File: src/rtl/spi_pkg.sv
// Shared SPI slave types, mode encodings and helpers.
// Imported by the synchroniser and the frame receiver.
package spi_pkg;

    // {CPOL, CPHA} pairs
    localparam logic [1:0] SPI_MODE0 = 2'b00;
    localparam logic [1:0] SPI_MODE1 = 2'b01;
    localparam logic [1:0] SPI_MODE2 = 2'b10;
    localparam logic [1:0] SPI_MODE3 = 2'b11;

    typedef enum logic {
        IDLE  = 1'b0,
        SHIFT = 1'b1
    } spi_rx_state_t;

    // 1: data is sampled on the rising spi_clk edge, 0: on the falling edge
    function automatic logic sample_on_rise(input logic cpol, input logic cpha);
        return cpol == cpha;
    endfunction

endpackage

File: src/rtl/spi_sync_edge.sv
// N-stage synchroniser for one asynchronous pin with registered edge strobes.
// Ports: clk, rst (async active-low), d (pin), level (synced), rise/fall (1-cycle strobes).
module spi_sync_edge
    import spi_pkg::*;
#(
    parameter int   N       = 2,
    parameter logic RST_VAL = 1'b0
) (
    input  logic clk,
    input  logic rst,
    input  logic d,
    output logic level,
    output logic rise,
    output logic fall
);

    logic [N-1:0] sync_q;
    logic         dly_q;

    always_ff @(posedge clk or negedge rst) begin
        if (!rst) begin
            sync_q <= {N{RST_VAL}};
            dly_q  <= RST_VAL;
            rise   <= 1'b0;
            fall   <= 1'b0;
        end else begin
            sync_q <= {sync_q[N-2:0], d};
            dly_q  <= sync_q[N-1];
            rise   <= sync_q[N-1] & ~dly_q;
            fall   <= ~sync_q[N-1] & dly_q;
        end
    end

    assign level = sync_q[N-1];

endmodule

File: src/rtl/spi_slave_frame_rx.sv
// Oversampled SPI slave: any CPOL/CPHA, WORD_BITS words, up to MAX_WORDS per CS frame.
// Ports: clk_12mhz, rst (async active-low), spi_clk/spi_cs/spi_mosi pins, spi_miso,
// tx_word/tx_load reply handshake, rx_word/rx_index/rx_valid, frame_done/frame_len,
// overrun_err (sticky per frame), short_err (trailing partial word at frame end).
module spi_slave_frame_rx
    import spi_pkg::*;
#(
    parameter int   WORD_BITS   = 8,
    parameter int   MAX_WORDS   = 4,
    parameter logic CPOL        = 1'b0,
    parameter logic CPHA        = 1'b0,
    parameter int   SYNC_STAGES = 2,
    parameter int   IW          = $clog2(MAX_WORDS + 1)
) (
    input  logic                 clk_12mhz,
    input  logic                 rst,
    input  logic                 spi_clk,
    input  logic                 spi_cs,
    input  logic                 spi_mosi,
    output logic                 spi_miso,
    input  logic [WORD_BITS-1:0] tx_word,
    output logic                 tx_load,
    output logic [WORD_BITS-1:0] rx_word,
    output logic [IW-1:0]        rx_index,
    output logic                 rx_valid,
    output logic                 frame_done,
    output logic [IW-1:0]        frame_len,
    output logic                 overrun_err,
    output logic                 short_err
);

    localparam int              BW          = $clog2(WORD_BITS + 1);
    localparam logic            SAMPLE_RISE = sample_on_rise(CPOL, CPHA);
    localparam logic [BW-1:0]   BITS_FULL   = BW'(WORD_BITS);
    localparam logic [IW-1:0]   WORDS_MAX   = IW'(MAX_WORDS);

    logic sclk_lvl, sclk_rise, sclk_fall;
    logic cs_lvl, cs_rise, cs_fall;
    logic mosi_lvl, mosi_rise, mosi_fall;

    spi_sync_edge #(.N(SYNC_STAGES), .RST_VAL(CPOL)) u_sync_clk (
        .clk   (clk_12mhz),
        .rst   (rst),
        .d     (spi_clk),
        .level (sclk_lvl),
        .rise  (sclk_rise),
        .fall  (sclk_fall)
    );

    spi_sync_edge #(.N(SYNC_STAGES), .RST_VAL(1'b1)) u_sync_cs (
        .clk   (clk_12mhz),
        .rst   (rst),
        .d     (spi_cs),
        .level (cs_lvl),
        .rise  (cs_rise),
        .fall  (cs_fall)
    );

    spi_sync_edge #(.N(SYNC_STAGES), .RST_VAL(1'b0)) u_sync_mosi (
        .clk   (clk_12mhz),
        .rst   (rst),
        .d     (spi_mosi),
        .level (mosi_lvl),
        .rise  (mosi_rise),
        .fall  (mosi_fall)
    );

    logic sample_stb;
    logic shift_stb;

    assign sample_stb = SAMPLE_RISE ? sclk_rise : sclk_fall;
    assign shift_stb  = SAMPLE_RISE ? sclk_fall : sclk_rise;

    spi_rx_state_t         state;
    logic [BW-1:0]         bit_cnt;
    logic [IW-1:0]         word_cnt;
    logic [WORD_BITS-1:0]  rx_sr;
    logic [WORD_BITS-1:0]  tx_sr;
    logic                  tx_shift_q;
    logic                  cs_end_q;

    logic word_done;
    logic wc_inc;

    assign word_done = (bit_cnt == BITS_FULL);
    assign wc_inc    = word_done && (word_cnt < WORDS_MAX);

    // Edge decisions are taken one cycle after the strobe; their effect on
    // rx_valid, spi_miso and frame_done lands one cycle after that.
    always_ff @(posedge clk_12mhz or negedge rst) begin
        if (!rst) begin
            state       <= IDLE;
            bit_cnt     <= '0;
            word_cnt    <= '0;
            rx_sr       <= '0;
            tx_sr       <= '0;
            tx_shift_q  <= 1'b0;
            cs_end_q    <= 1'b0;
            spi_miso    <= 1'b0;
            tx_load     <= 1'b0;
            rx_word     <= '0;
            rx_index    <= '0;
            rx_valid    <= 1'b0;
            frame_done  <= 1'b0;
            frame_len   <= '0;
            overrun_err <= 1'b0;
            short_err   <= 1'b0;
        end else begin
            tx_load    <= 1'b0;
            tx_shift_q <= 1'b0;
            cs_end_q   <= 1'b0;
            rx_valid   <= 1'b0;
            frame_done <= 1'b0;

            // tx_word is taken while tx_load is high
            if (tx_load) begin
                tx_sr    <= tx_word;
                spi_miso <= tx_word[WORD_BITS-1];
            end else if (tx_shift_q) begin
                tx_sr    <= {tx_sr[WORD_BITS-2:0], 1'b0};
                spi_miso <= tx_sr[WORD_BITS-2];
            end

            if (word_done) begin
                bit_cnt <= '0;
                if (wc_inc) begin
                    rx_word  <= rx_sr;
                    rx_index <= word_cnt;
                    rx_valid <= 1'b1;
                    word_cnt <= word_cnt + IW'(1);
                end else begin
                    overrun_err <= 1'b1;
                end
            end

            unique case (state)
                IDLE: begin
                    if (cs_fall) begin
                        tx_load     <= 1'b1;
                        bit_cnt     <= '0;
                        word_cnt    <= '0;
                        overrun_err <= 1'b0;
                        state       <= SHIFT;
                    end
                end
                SHIFT: begin
                    if (cs_end_q) begin
                        frame_done <= 1'b1;
                        frame_len  <= word_cnt + IW'(wc_inc);
                        short_err  <= (bit_cnt != '0) && !word_done;
                        bit_cnt    <= '0;
                        spi_miso   <= 1'b0;
                        state      <= IDLE;
                    end else if (cs_rise) begin
                        // CS wins over a coincident clock edge
                        cs_end_q <= 1'b1;
                    end else if (sample_stb) begin
                        rx_sr   <= {rx_sr[WORD_BITS-2:0], mosi_lvl};
                        bit_cnt <= word_done ? BW'(1) : bit_cnt + BW'(1);
                    end else if (shift_stb) begin
                        // bit_cnt==0 on a shift edge: word boundary, fetch next reply
                        if (bit_cnt == '0) begin
                            tx_load <= 1'b1;
                        end else begin
                            tx_shift_q <= 1'b1;
                        end
                    end
                end
            endcase
        end
    end

    logic unused_ok;
    assign unused_ok = ^{sclk_lvl, cs_lvl, mosi_rise, mosi_fall, tx_sr[WORD_BITS-1]};

endmodule

File: config.mk
export PLATFORM = sky130hd
export DESIGN_NAME = spi_slave_frame_rx
export DESIGN_NICKNAME = d
export VERILOG_FILES = /design/src/rtl/spi_pkg.sv /design/src/rtl/spi_sync_edge.sv /design/src/rtl/spi_slave_frame_rx.sv
export SDC_FILE = /design/constraint.sdc
export NUM_CORES = 1
export LEC_CHECK = 0
export ABC_AREA = 1
export BUFFER_PORTS_ARGS = -buffer_cell sky130_fd_sc_hd__buf_4
export CORE_MARGIN = 2
export CORE_UTILIZATION = 40
export DETAILED_ROUTE_END_ITERATION = 8
export GPL_TIMING_DRIVEN = 1
export HOLD_SLACK_MARGIN = 0.15
export REMOVE_ABC_BUFFERS = 1
export SYNTH_ARGS = -nofsm -noshare
export SYNTH_HDL_FRONTEND = slang
export SYNTH_SLANG_ARGS = --single-unit
File: constraint.sdc
create_clock -name clk_12mhz -period 1.8 [get_ports clk_12mhz]
set_input_delay 0.18 -clock clk_12mhz [delete_from_list [all_inputs] [get_ports clk_12mhz]]
set_output_delay 0.18 -clock clk_12mhz [all_outputs]
set_load 0.02 [all_outputs]
# == Yosys cells after proc, flatten, opt, wreduce, memory -nomap -nowiden ==
# Cells that the tools add are included.
# W data, S select, Z words.
# op_classes
order_cmp,1
n_reduce_logical,9
mux,43
n_bitwise,11
eq_ne,1
add_sub_neg,3
# op_table
op,n
$mux W1,28
$mux W4,6
$mux W7,2
$mux W3,4
$pmux W4 S2,1
$not A1 Y1,7
$add A4 B1 Y4 const B,1
$and A1 B1 Y1,4
$eq A4 B4 Y1 const B,1
$logic_not A4 Y1,1
$pmux W1 S2,2
$reduce_and A2 Y1,2
$reduce_and A4 Y1,1
$reduce_bool A4 Y1,1
$add A3 B1 Y3,1
$add A3 B1 Y3 const B,1
$lt A3 B3 Y1 const B,1
$logic_and A1 B1 Y1,2
$reduce_bool A2 Y1,1
$logic_not A1 Y1,1
# word_totals
elab_cells,93
reg_bits,57

# == Longest topological paths before layout ==
# logic_depth
depth_word,7
ltp_mapped,10
depth_no_buf,10

# == Cells and area by module ==
# A second synthesis with hierarchy kept.
# hier_totals
hier_cells,244
area_unflattened_um2,2426.1
# by_module_without_submodules
module,area_each_um2,cells_per_inst,instances
spi_slave_frame_rx,2001.9,217,1
spi_sync_edge at u_sync_clk ...,140.1,9,2
spi_sync_edge at u_sync_cs,143.9,9,1

# == Least setup slack after synthesis ==
# Ideal clock, no wire load.
# synth_timing
path_type,register to register
startpoint,register bit_cnt[0]
endpoint,register frame_len[2]
path_slack_ps,196
path_stages_with_launch,11
path_buffers,0
arrival_time_ps,1521
cell_sequence,dfrtp_1 -> inv_1 -> ha_1 -> inv_1 -> nor2_4 -> nand2_4 -> nor2_1 -> ha_1 -> ha_1 -> xnor2_1 -> o21ai_0
# synth_between
elab_chain_cells,3
# synth_rtl
item,line_no,rtl
start: declaration,spi_slave_frame_rx.sv:75,logic [BW-1:0] bit_cnt;
start signal: assignment,spi_slave_frame_rx.sv:159,bit_cnt <= word_done ? BW'(1) : bit_cnt + BW'(1);
$eq A4 B4 Y1,spi_slave_frame_rx.sv:85,assign word_done = (bit_cnt == BITS_FULL);
$logic_and A1 B1 Y1,spi_slave_frame_rx.sv:86,assign wc_inc = word_done && (word_cnt < WORDS_MAX);
$add A3 B1 Y3,spi_slave_frame_rx.sv:149,frame_len <= word_cnt + IW'(wc_inc);
end signal: assignment,spi_slave_frame_rx.sv:149,
end: declaration,spi_slave_frame_rx.sv:27,"output logic [IW-1:0] frame_len,"
# Every way passes these cells.
# A chain may end at the register's enable or synchronous reset.

# == Worst setup path after layout ==
# Ends and elaborated chain as after synthesis.

==> run summary <==
The clock sink count is 57. Sorting the synthesized cells by area gives the leading types as sky130_fd_sc_hd__dfrtp_1 58%, sky130_fd_sc_hd__nand2_1 10%, sky130_fd_sc_hd__inv_1 5.8%. The clock latency reported for the late side of the worst-skew pair is about 330 ps. The half-perimeter wire length after placement is 2.74 mm.

The clock-pin slew of the registers on the worst-case setup and hold paths is ~60 ps. After the first detailed-routing iteration, the DRC count stood at 78. The type of the most critical hold path is primary input to flip-flop. By instance count, the cell type seen most on the critical path is sky130_fd_sc_hd__ha_1. The synthesis-stage register bit count is 57. The max capacitance violation total came out at 0.

The proportion of power drawn by flip-flops and latches is 49.0%. The total power after layout is about 3400 uW. The cell sitting at the root of the clock tree is a sky130_fd_sc_hd__clkbuf_8. The wire length of the first global-routing pass is roughly 7.2 mm. The cell taking the most area after synthesis is sky130_fd_sc_hd__dfrtp_1. The fraction of layout cells with a size suffix above 1 is 20.6%. The reported net switching power came out at 1070 uW. The share of the cycle needed by the critical path after routing is ~91%. The number of buffers on the longest clock path came out at 2. The synthesized design devotes to its leading area cell type between 50 and 60% of total area.

The switching share of power came out at 31.3%. The final routed wirelength across all metal layers is a little over 4 mm. The post-cts gate resize count came out at 0. The die is 80.2 um tall. At the pin with the least slew margin, the transition time is 694 ps. The tightest hold path in the finished design has a slack of roughly 210 ps. For this run, design rule violations remaining after detail routing come to 0. The overall die width is 80.2 um. The gate count after technology mapping is about 240.

The kind of cell with the highest combined delay along the critical path is adder cells. The number of distinct library cells after synthesis came out at 23. The largest net degree at the start of global routing came out at 58. The number of buffers and inverters on the critical path is 2. Summed over all failing endpoints, the final setup total negative slack is 0 ps. met2 is the most crowded layer. The upper clock frequency limit came out at 610 MHz. Setup violations remaining at the end of the flow were counted as 0.

The max-slew violation count is 0. The global-route congestion overflow total came out at 0. The floorplan step defined a die boundary enclosing around 6400 um2. The arrival time at the worst endpoint is approximately 1900 ps. The required arrival time at the worst endpoint came out at 2050 ps. In this run the worst path has a maximum fanout of 5. The total clock buffers created by CTS is 9.

The I/O pin total came out at 33. The global-route met1 utilization came out at roughly a fifth. Before antenna repair, the detailed router went through 4 iterations.

The setup clock skew after layout is slightly above 9 ps. The total number of yosys warnings came out at 0. Sequential cells were found to cover 61.6% of the synthesized design area. Setup repair after global routing left no endpoint under its margin. The summed instance area of the synthesized netlist is 2320 um2. The stage delay of the slowest cell on the critical path is 400 ps. The power density over the cells is between 1000 and 1500 nW/um2. The global-route met2 utilization is between 20% and 30%. The number of nets in the layout is roughly 310. The global routing usage summed across all routing layers is between 15 and 20%. The standard cell core area came out at 5570 um2. Measured against its own limit, the worst slew margin works out to 53.7%. For this run, the share of the core covered by cells in the final layout is a little over half. The repair_antennas step left the layout with diodes totalling 0.

In the routed layout, each cell is associated on average with a via count of between 4 and 5. TritonCTS built the clock tree. In this run the static leakage power is about 0.0015 uW. The number of buffers inserted by post-CTS setup repair is 0.

The endpoint kind of the worst setup timing path is a flip-flop. The routed layout has about 1,600 vias. The post-synthesis area per instance is between 9 and 10 um2.

The area added between synthesis and finish came out at 25.1%. The CTS H-tree depth came out at 3. The count of endpoints failing hold in the final timing report is 0. The flow ran to the end, and the final reports show no timing, DRC or antenna violations. The met3 usage came out at approximately 6.4%. The post-route minimum period came out at about 1600 ps.

The count of buffers added on input and output ports is 32. The post-detailed-route wirelength per cell came out at roughly 11 um. The number of filler instances in the final layout came out at roughly 540. The worst-case IR drop observed on VDD is 0.675 mV. Among all stages on the critical path, the largest delay is contributed by sky130_fd_sc_hd__dfrtp_1. The number of global-route vias before repair was 1,617. The row count is 27. The worst setup path is of the flip-flop to flip-flop kind.

The routability congestion estimate came out at between 0.8 and 0.9. The clock network power share came out at 29.1%. Once detail routing completed, the nets flagged for antenna violations numbered 0. STA classifies the critical path startpoint as a flip-flop. Walking the worst path, the cells encountered are inv_1 -> ha_1 -> inv_1 -> nor2_4 -> nand2_4 -> nor2_1 -> ha_1 -> ha_1 -> xnor2_1 -> o21ai_0. The initial antenna violation count came out at 0. Once the floorplan was initialized, standard cells occupied between 40% and 50% of the core.

The power share of the combinational group came out at 21.9%. Cell internal power was estimated by the tool at roughly 2400 uW.
[worst register-to-register path, delay by kind of cell (launching register included)]
| kind | cells | cell delay [ps] |
|---|---|---|
| fa+ha+maj | 3 | 580 |
| flops | 1 | 400 |
| buf+inv | 2 | 160 |
| simple gates | 3 | 150 |
| compound gates | 1 | 140 |
| xor+xnor | 1 | 120 |
[per-stage QoR]
step                      instance area [um2]  setup slack [ps]  instances
after floorplan                          2300               196        236
after CTS                                2910               149        368
after global routing                     2910              24.0        368
final                                    2910               161        368
after detailed placement                 2640               166        341
after global placement                   2640               217        341
[sequential cells by signal, summed over array words and instances (netlist names), 2 cells and up]
name / flops
bit_cnt: 4
word_cnt: 3
u_sync_mosi.sync_q: 2
rx_index: 3
rx_word: 8
u_sync_clk.sync_q: 2
frame_len: 3
u_sync_cs.sync_q: 2
tx_sr: 7
rx_sr: 8
[Yosys cell counts]
cell,number
sky130_fd_sc_hd__dfrtp_1,54
sky130_fd_sc_hd__nor2_1,20
sky130_fd_sc_hd__inv_1,36
sky130_fd_sc_hd__nand2_4,1
sky130_fd_sc_hd__nand3_2,1
sky130_fd_sc_hd__dfstp_2,3
sky130_fd_sc_hd__nand2_2,1
sky130_fd_sc_hd__o21ai_0,19
sky130_fd_sc_hd__buf_8,1
sky130_fd_sc_hd__o221ai_1,1
sky130_fd_sc_hd__inv_4,1
sky130_fd_sc_hd__o211ai_1,3
sky130_fd_sc_hd__nor2_4,1
sky130_fd_sc_hd__a22oi_1,1
sky130_fd_sc_hd__xnor2_1,1
sky130_fd_sc_hd__a21oi_1,4
sky130_fd_sc_hd__ha_1,5
sky130_fd_sc_hd__nand2_1,64
sky130_fd_sc_hd__buf_2,2
sky130_fd_sc_hd__o21ai_2,8
sky130_fd_sc_hd__o21a_1,1
sky130_fd_sc_hd__nor2_8,1
sky130_fd_sc_hd__nand3_1,10
[cell families (layout without fill, tap and decap cells)]
logic type	Yosys count	count (layout)	synth area share, %
AO/OA/AOI/OAI	37	37	9.96
XOR/XNOR	1	1	0.377
adder cells (fa/ha/maj)	5	5	2.69
buffers and inverters	40	97	7.16
flip-flops	57	57	61.6
AND/OR/NAND/NOR	99	99	18.3
[layout by cell type, fill, tap and decap left out, drive strengths merged, types with 3 or more instances in the layout]
| cell type | count |
|---|---|
| dfstp | 3 |
| o211ai | 3 |
| nor2 | 22 |
| dlygate4sd3 | 11 |
| a21oi | 4 |
| inv | 37 |
| dfrtp | 54 |
| nand2 | 66 |
| buf | 33 |
| clkbuf | 15 |
| ha | 5 |
| nand3 | 11 |
| o21ai | 27 |
[cell type report]
cell class	count	area [um2]	share of cell area [%]
repair buffers	44	358	12.3
well taps	72	90.1	3.10
multi-input cells	142	727	25.0
clock buffers	15	156	5.38
inverters	37	141	4.86
flip-flops and latches	57	1430	49.2
clock inverters	1	5.00	0.172
[final timing paths]
check	end	depth (start not counted)	start	slack, ps
min reg2reg	u_sync_clk.sync_q[1]	0	u_sync_clk.sync_q[0]	350
min	spi_miso	5	tx_word[7]	210
max in group asynchronous	rx_index[1]	2	rst	890
min in group asynchronous	bit_cnt[3]	2	rst	440
max reg2reg	frame_len[2]	10	bit_cnt[0]	160
max	frame_len[2]	10	bit_cnt[0]	160
[metal layers]
metal	wire length, um	share of wire [%]
met1	2000	48
met2	1790	43
met3	236	5.7
met4	97	2.3
met5	0	0
[power by group through the flow]
stage	Combinational, uW	Sequential [uW]	Clock, uW
2_1_floorplan	486	1710	0
3_3_place_gp	730	1690	0
3_5_place_dp	738	1700	0
4_1_cts	761	1680	1030
5_1_grt	873	1710	1100
6_report	748	1680	996
[repair_timing]
| item | in CTS | in global routing |
|---|---|---|
| endpoints found under the hold margin | 64 | 0 |
| hold buffers | 11 | 0 |
| setup endpoints to repair | 0 | 0 |
No activity file was read; power rests on OpenSTA's default activity.
